$ cat src/rtl/ext_share_arbiter.sv
// Two-port round-robin arbiter for one shared immediate-extension datapath.
// The extended result is returned through a one-entry response register with backpressure.
module ext_share_arbiter #(
    parameter int CNT_W = 8
) (
    input  logic             clk_i,
    input  logic             rst_i,
    input  logic             req0_valid_i,
    input  logic [15:0]      req0_data_i,
    input  logic [1:0]       req0_mode_i,
    output logic             req0_ready_o,
    input  logic             req1_valid_i,
    input  logic [15:0]      req1_data_i,
    input  logic [1:0]       req1_mode_i,
    output logic             req1_ready_o,
    output logic             rsp_valid_o,
    output logic [31:0]      rsp_data_o,
    output logic             rsp_id_o,
    input  logic             rsp_ready_i,
    output logic [CNT_W-1:0] gnt0_cnt_o,
    output logic [CNT_W-1:0] gnt1_cnt_o
);

    typedef enum logic [1:0] {
        MODE_SEXT   = 2'b00,
        MODE_ZEXT   = 2'b01,
        MODE_UPPER  = 2'b10,
        MODE_BRANCH = 2'b11
    } ext_mode_e;

    function automatic logic [31:0] extend(input logic [15:0] d, input logic [1:0] mode);
        logic [31:0] r;
        r = 32'h0;
        case (ext_mode_e'(mode))
            MODE_SEXT:   r = {{16{d[15]}}, d};
            MODE_ZEXT:   r = {16'h0000, d};
            MODE_UPPER:  r = {d, 16'h0000};
            MODE_BRANCH: r = {{14{d[15]}}, d, 2'b00};
            default:     r = 32'h0;
        endcase
        return r;
    endfunction

    logic rr_ptr;
    logic can_accept;
    logic grant0;
    logic grant1;

    // Readies are gated by rst_i so nothing is accepted while reset is held low.
    // NOTE: every always_comb output gets a default first so no latch is inferred.
    always_comb begin
        can_accept = 1'b0;
        grant0     = 1'b0;
        grant1     = 1'b0;
        can_accept = rst_i && (!rsp_valid_o || rsp_ready_i);
        grant0     = can_accept && req0_valid_i && (!req1_valid_i || !rr_ptr);
        grant1     = can_accept && req1_valid_i && (!req0_valid_i ||  rr_ptr);
    end

    assign req0_ready_o = grant0;
    assign req1_ready_o = grant1;

    // NOTE: sequential state uses non-blocking assignments only.
    always_ff @(posedge clk_i or negedge rst_i) begin
        if (!rst_i) begin
            rsp_valid_o <= 1'b0;
            rsp_data_o  <= 32'h0;
            rsp_id_o    <= 1'b0;
            rr_ptr      <= 1'b0;
        end else if (grant0) begin
            rsp_valid_o <= 1'b1;
            rsp_data_o  <= extend(req0_data_i, req0_mode_i);
            rsp_id_o    <= 1'b0;
            rr_ptr      <= 1'b1;
        end else if (grant1) begin
            rsp_valid_o <= 1'b1;
            rsp_data_o  <= extend(req1_data_i, req1_mode_i);
            rsp_id_o    <= 1'b1;
            rr_ptr      <= 1'b0;
        end else if (rsp_ready_i) begin
            rsp_valid_o <= 1'b0;
        end
    end

    always_ff @(posedge clk_i or negedge rst_i) begin
        if (!rst_i) begin
            gnt0_cnt_o <= '0;
            gnt1_cnt_o <= '0;
        end else begin
            if (grant0 && (gnt0_cnt_o != {CNT_W{1'b1}}))
                gnt0_cnt_o <= gnt0_cnt_o + CNT_W'(1);
            if (grant1 && (gnt1_cnt_o != {CNT_W{1'b1}}))
                gnt1_cnt_o <= gnt1_cnt_o + CNT_W'(1);
        end
    end

endmodule

$ cat config.mk
export PLATFORM = sky130hd
export DESIGN_NAME = ext_share_arbiter
export DESIGN_NICKNAME = d
export VERILOG_FILES = /design/src/rtl/ext_share_arbiter.sv
export SDC_FILE = /design/constraint.sdc
export NUM_CORES = 1
export LEC_CHECK = 0
export ABC_AREA = 1
export BUFFER_PORTS_ARGS = -buffer_cell sky130_fd_sc_hd__buf_2
export CAP_MARGIN = 20
export CORE_ASPECT_RATIO = 1.5
export CORE_MARGIN = 3
export CORE_UTILIZATION = 48
export DETAILED_ROUTE_END_ITERATION = 10
export GPL_ROUTABILITY_DRIVEN = 0
export PLACE_DENSITY = 0.87
export SLEW_MARGIN = 20
export SYNTH_ARGS = -nofsm -noshare
export SYNTH_HDL_FRONTEND = slang
export SYNTH_SLANG_ARGS = --single-unit
$ cat constraint.sdc
create_clock -name clk_i -period 1.3 [get_ports clk_i]
set_input_delay 0.13 -clock clk_i [delete_from_list [all_inputs] [get_ports clk_i]]
set_output_delay 0.13 -clock clk_i [all_outputs]
set_load 0.005 [all_outputs]
# ---- After elaboration in Yosys (flattened, before gate mapping)
# Cells that the tools add are included.
dict set report classes {
  n_reduce_logical 18
  eq_ne 8
  muxes 11
  add_sub_neg 2
}
# op n
set op_table {}
lappend op_table {{one-hot mux 32 bit (4 select lines)} 2}
lappend op_table {{two-way mux 32 bit} 2}
lappend op_table {{adder 8 x 1 -> 8 bit (second input constant)} 2}
lappend op_table {{!= test 8 bit (second input constant)} 2}
lappend op_table {{equality test 2 bit (second input constant)} 4}
lappend op_table {{logical AND 1 bit} 7}
lappend op_table {{two-way mux 1 bit} 7}
lappend op_table {{equality test 2 x 1 -> 1 bit (second input constant)} 2}
lappend op_table {{zero test 1 bit} 4}
lappend op_table {{zero test 2 bit} 2}
lappend op_table {{logical OR 1 bit} 3}
lappend op_table {{nonzero test 3 bit} 1}
lappend op_table {{nonzero test 2 bit} 1}
dict set report totals {
  in_bits 41
  wordCells 45
  reg_bits 51
}

# ---- Longest topological paths before layout
dict set report logic_depth {
  depth_word 7
  mapped_depth 10
  ltp_nobuf 9
}

# ---- Least setup slack after synthesis
# OpenSTA, ideal clock, no wires.
dict set report synth_timing {
  path_type {flip-flop to flip-flop}
  startpoint {reg gnt1_cnt_o[0]}
  endpoint {reg gnt1_cnt_o[4]}
  arrival_ps 1199
  setup_slack_ps -16
  path_buffers 0
  path_stages_with_launch 9
  setup_time_ps 116
  t_required_ps 1184
  path_cell_list {dfrtp_1 -> ha_1 -> nand3_1 -> nor2_1 -> nand2_1 -> nand2_4 -> inv_2 -> nand2_1 -> nand2_1}
}
dict set report synth_between {
  elab_chain_len 2
}
# element line
set synth_lines {}
lappend synth_lines {{start, declared} 21} ;# output logic [CNT_W-1:0] gnt1_cnt_o
lappend synth_lines {{start signal, assigned} 93} ;# gnt1_cnt_o <= gnt1_cnt_o + CNT_W'(1);
lappend synth_lines {{parallel branches: the longest is 2 deep, another holds adder 8 x 1 -> 8 bit} n/a}
# Several ways; the timed one is not identified.
# A chain may end at the register's enable or synchronous reset.

# ---- Worst setup path after layout
dict set report layout_timing {
  startpoint {reg rr_ptr}
  endpoint {out req1_ready_o}
}
dict set report layout_between {
  elab_chain_len 2
}
# element line
set layout_lines {}
lappend layout_lines {{start, declared} 44} ;# logic rr_ptr;
lappend layout_lines {{start signal, assigned} 69} ;# rr_ptr <= 1'b0;
lappend layout_lines {{start signal, assigned} 74} ;# rr_ptr <= 1'b1;
lappend layout_lines {{start signal, assigned} 79} ;# rr_ptr <= 1'b0;
lappend layout_lines {{logical OR 1 bit} 57} ;# grant1 = can_accept && req1_valid_i && (!req0_valid_i || rr_ptr);
lappend layout_lines {{logical AND 1 bit} 57}
lappend layout_lines {{end, declared} 15} ;# output logic req1_ready_o,
# Every way passes these cells.

==> metrics.md <==
| Metric | Value |
|---|---|
| Status | complete, but fails checks |
| Failing checks | hold timing, setup timing |
| Vias in the first global route | 3727 |
| Hold WS | -0.00796 ns |
| FILL cells | 493 |
| Pre-Repair DR Iteration Count | 5 |
| Die Wd | 74.6 um |
| Most frequent cells in the layout | nand2_1 (279), buf_2 (90), dfrtp_1 (50), nand3_1 (41), buf_4 (31) |
| Sequential cell area fraction in the yosys report | 37.7% |
| Die ar. | 0.00811 mm2 |
| CP peak stage delay | 0.36 ns |
| Critical Path RT | 1.17 ns |
| Leakage | 2.80 nW |
| Combinational power share | 39.7% |
| H-tree depth | 2 |
| Slew headroom | 62.9% |
| Root Buffer | clkbuf_8 |
| Antenna-violating nets left | 0 |
| CP Launch Type | flop |
| Post-place instance area | 0.00405 mm2 |
| Clock Latency Late Sink | 0.31 ns |
| Initial Utilization | 50.8% |
| Slew Viols, Final | 0 |
| Tot GR Track Use | 26.2% |
| Switch Pwr | 0.00225 W |
| Pin count of the biggest net entering global routing | 44 |
| Pwr/cell area | 1300 mW/mm2 |
| FP Rows | 36 |
| DR vias | 4074 |
| Avg Cell Area, Syn | 6.42 um2 |
| P_int | 0.00398 W |
| Final Cycle Share | 109% |
| Detailed Route WL | 11.5 mm |
| First DRT Iteration DRCs | 275 |
| Worst-path clk slew | 0.10 ns |
| Synth-to-layout area growth | 42.0% |
| Post-DP HPWL | 7.30 mm |
| Final TNS setup | -2.61 ns |
| Design area | 0.00480 mm2 |
| Unrepaired setup endpoints after global routing | true |
| Port bufs | 92 |
| Top achievable clock speed | 708 MHz |
| Mapped Area | 0.00338 mm2 |
| Initial antenna violation count | 0 |
| FF+latch count, synth | 51 |
| Seq pwr share | 39.0% |
| Worst setup margin | -0.112 ns |
| Worst clock skew | 0.00387 ns |
| Worst hold path type | input pin to asynchronous set/reset pin |
| Drt drc | 0 |
| Pre-CTS setup slack | -0.0457 ns |
| Setup crit end kind | output port |
| GRT overflow | 0 |
| Ant diodes | 0 |
| Global-route wire length before repair | 16.8 mm |
| Crit path buf inv count | 3 |
| Switch share | 36.2% |
| Share of cells above drive strength 1 | 35.8% |
| Cell breakdown of the critical path | inv_1 -> nand2_1 -> nand2_2 -> nor2_4 -> buf_12 -> buf_6 |
| Final hold vios | 10 |
| Die height | 109 um |
| Max IR drop VDD | 0.624 mV |
| Max clock buf depth | 2 |
| Boundary Pins | 93 |
| # clock sinks | 51 |
| Drt via density | 5.57 |
| Max cap viols | 0 |
| Tightest Pin Transition | 0.557 ns |
| Yosys warns | 0 |
| Setup Crit Path Kind | flop to output port |
| WP data arrival | 1.28 ns |
| Synth unique cells | 23 |
| Fin crit period | 1.41 ns |
| Commonest non-fill, non-tap cell in the layout | nand2_1 |
| Syn_nets | 570 |
| Num CTS Buffers | 5 |
| Worst path top cell family by delay | flip-flops |
| Clock Power Share | 21.3% |
| Core ar. | 0.00667 mm2 |
| CP max-delay cell | dfrtp_1 |
| Final setup violation count | 40 |
| Power Total | 0.00623 W |
| CTS tree | built |
| Nets | 698 |
| CP max FO | 3 |
| Syn Inst Count | 527 |
| Wire per inst | 15.7 um |
==> area by class of cell <==
| type | count | area [um2] | area share, % |
|---|---|---|---|
| timing repair buffer | 142 | 1010 | 21.0 |
| sequential | 51 | 1280 | 26.6 |
| inverter | 35 | 146 | 3.05 |
| multi-input combinational | 420 | 2140 | 44.6 |
| clock buffer | 6 | 72.6 | 1.51 |
| tap | 76 | 95.1 | 1.98 |
| clock inverter | 2 | 60.1 | 1.25 |
==> what timing repair did <==
action	4_1_cts	5_1_grt
resized for setup	13	74
hold buffers	1	0
hold endpoints to repair	8	0
pin swaps	13	20
gates cloned	3	2
endpoints found under the setup margin	40	52
buffers inserted	12	10
==> state kept, by name, summed over array words and instances (netlist names) <==
register and count:
rsp_data_o 32, gnt0_cnt_o 8, gnt1_cnt_o 8, rr_ptr 1, rsp_id_o 1, rsp_valid_o 1
==> per-stage QoR <==
| stage | std cells | utilization (%) |
|---|---|---|
| after floorplan | 527 | - |
| after detailed placement | 696 | 60.8 |
| after CTS | 720 | 66.0 |
| after global placement | 696 | 60.8 |
| final | 732 | 72.1 |
| after global routing | 732 | 72.1 |
==> synthesized netlist by cell type (all sizes together) <==
cell / count / share of area, %
a21boi: 1 / 0.55
buf: 22 / 4.3
clkbuf: 1 / 0.11
dfrtp: 51 / 38
ha: 2 / 0.74
inv: 35 / 4.0
nand2: 312 / 36
nand3: 74 / 11
nand3b: 4 / 0.89
nor2: 12 / 1.8
o21ai: 5 / 0.74
o21bai: 2 / 0.44
xnor2: 6 / 1.6
==> per-layer routing <==
metal	global-route usage [%]	wire length [um]	vias up
met5	0	0	-
met1	29.6	4090	1912
met4	10.6	371	0
met3	3.69	793	42
met2	47.8	6240	239
li1	-	-	1881
==> power by group through the flow <==
| stage | Combinational (W) | Sequential (W) | Clock [W] |
|---|---|---|---|
| 2_1_floorplan | 0.000965 | 0.00241 | 0 |
| 3_3_place_gp | 0.00188 | 0.00233 | 0 |
| 3_5_place_dp | 0.00195 | 0.00236 | 0 |
| 4_1_cts | 0.00211 | 0.00233 | 0.00134 |
| 5_1_grt | 0.00270 | 0.00246 | 0.00142 |
| 6_report | 0.00247 | 0.00243 | 0.00133 |
==> cell families (layout without fill, tap and decap cells) <==
logic type | Yosys count | after routing | synth area share, %
AO/OA/AOI/OAI | 8 | 8 | 1.74
XOR/XNOR | 6 | 6 | 1.55
adder cells (fa/ha/maj) | 2 | 2 | 0.740
flip-flops | 51 | 51 | 37.7
buffers and inverters | 58 | 185 | 8.32
AND/OR/NAND/NOR | 402 | 404 | 49.9
==> path summary, 6_finish.rpt <==
| check | cells after the start | start | end | slack (ns) |
|---|---|---|---|---|
| hold / removal | 2 | rst_i | gnt1_cnt_o[7] | -0.008 |
| max in group asynchronous | 3 | rst_i | rsp_data_o[22] | 0.71 |
| setup reg to reg | 7 | rsp_valid_o | rsp_data_o[6] | -0.11 |
| min in group clk_i | 3 | req0_data_i[15] | rsp_data_o[31] | 0.12 |
| setup / recovery | 6 | rr_ptr | req1_ready_o | -0.11 |
| hold reg to reg | 2 | rsp_data_o[3] | rsp_data_o[3] | 0.48 |
Note: power is estimated with default switching activity, not from simulation.
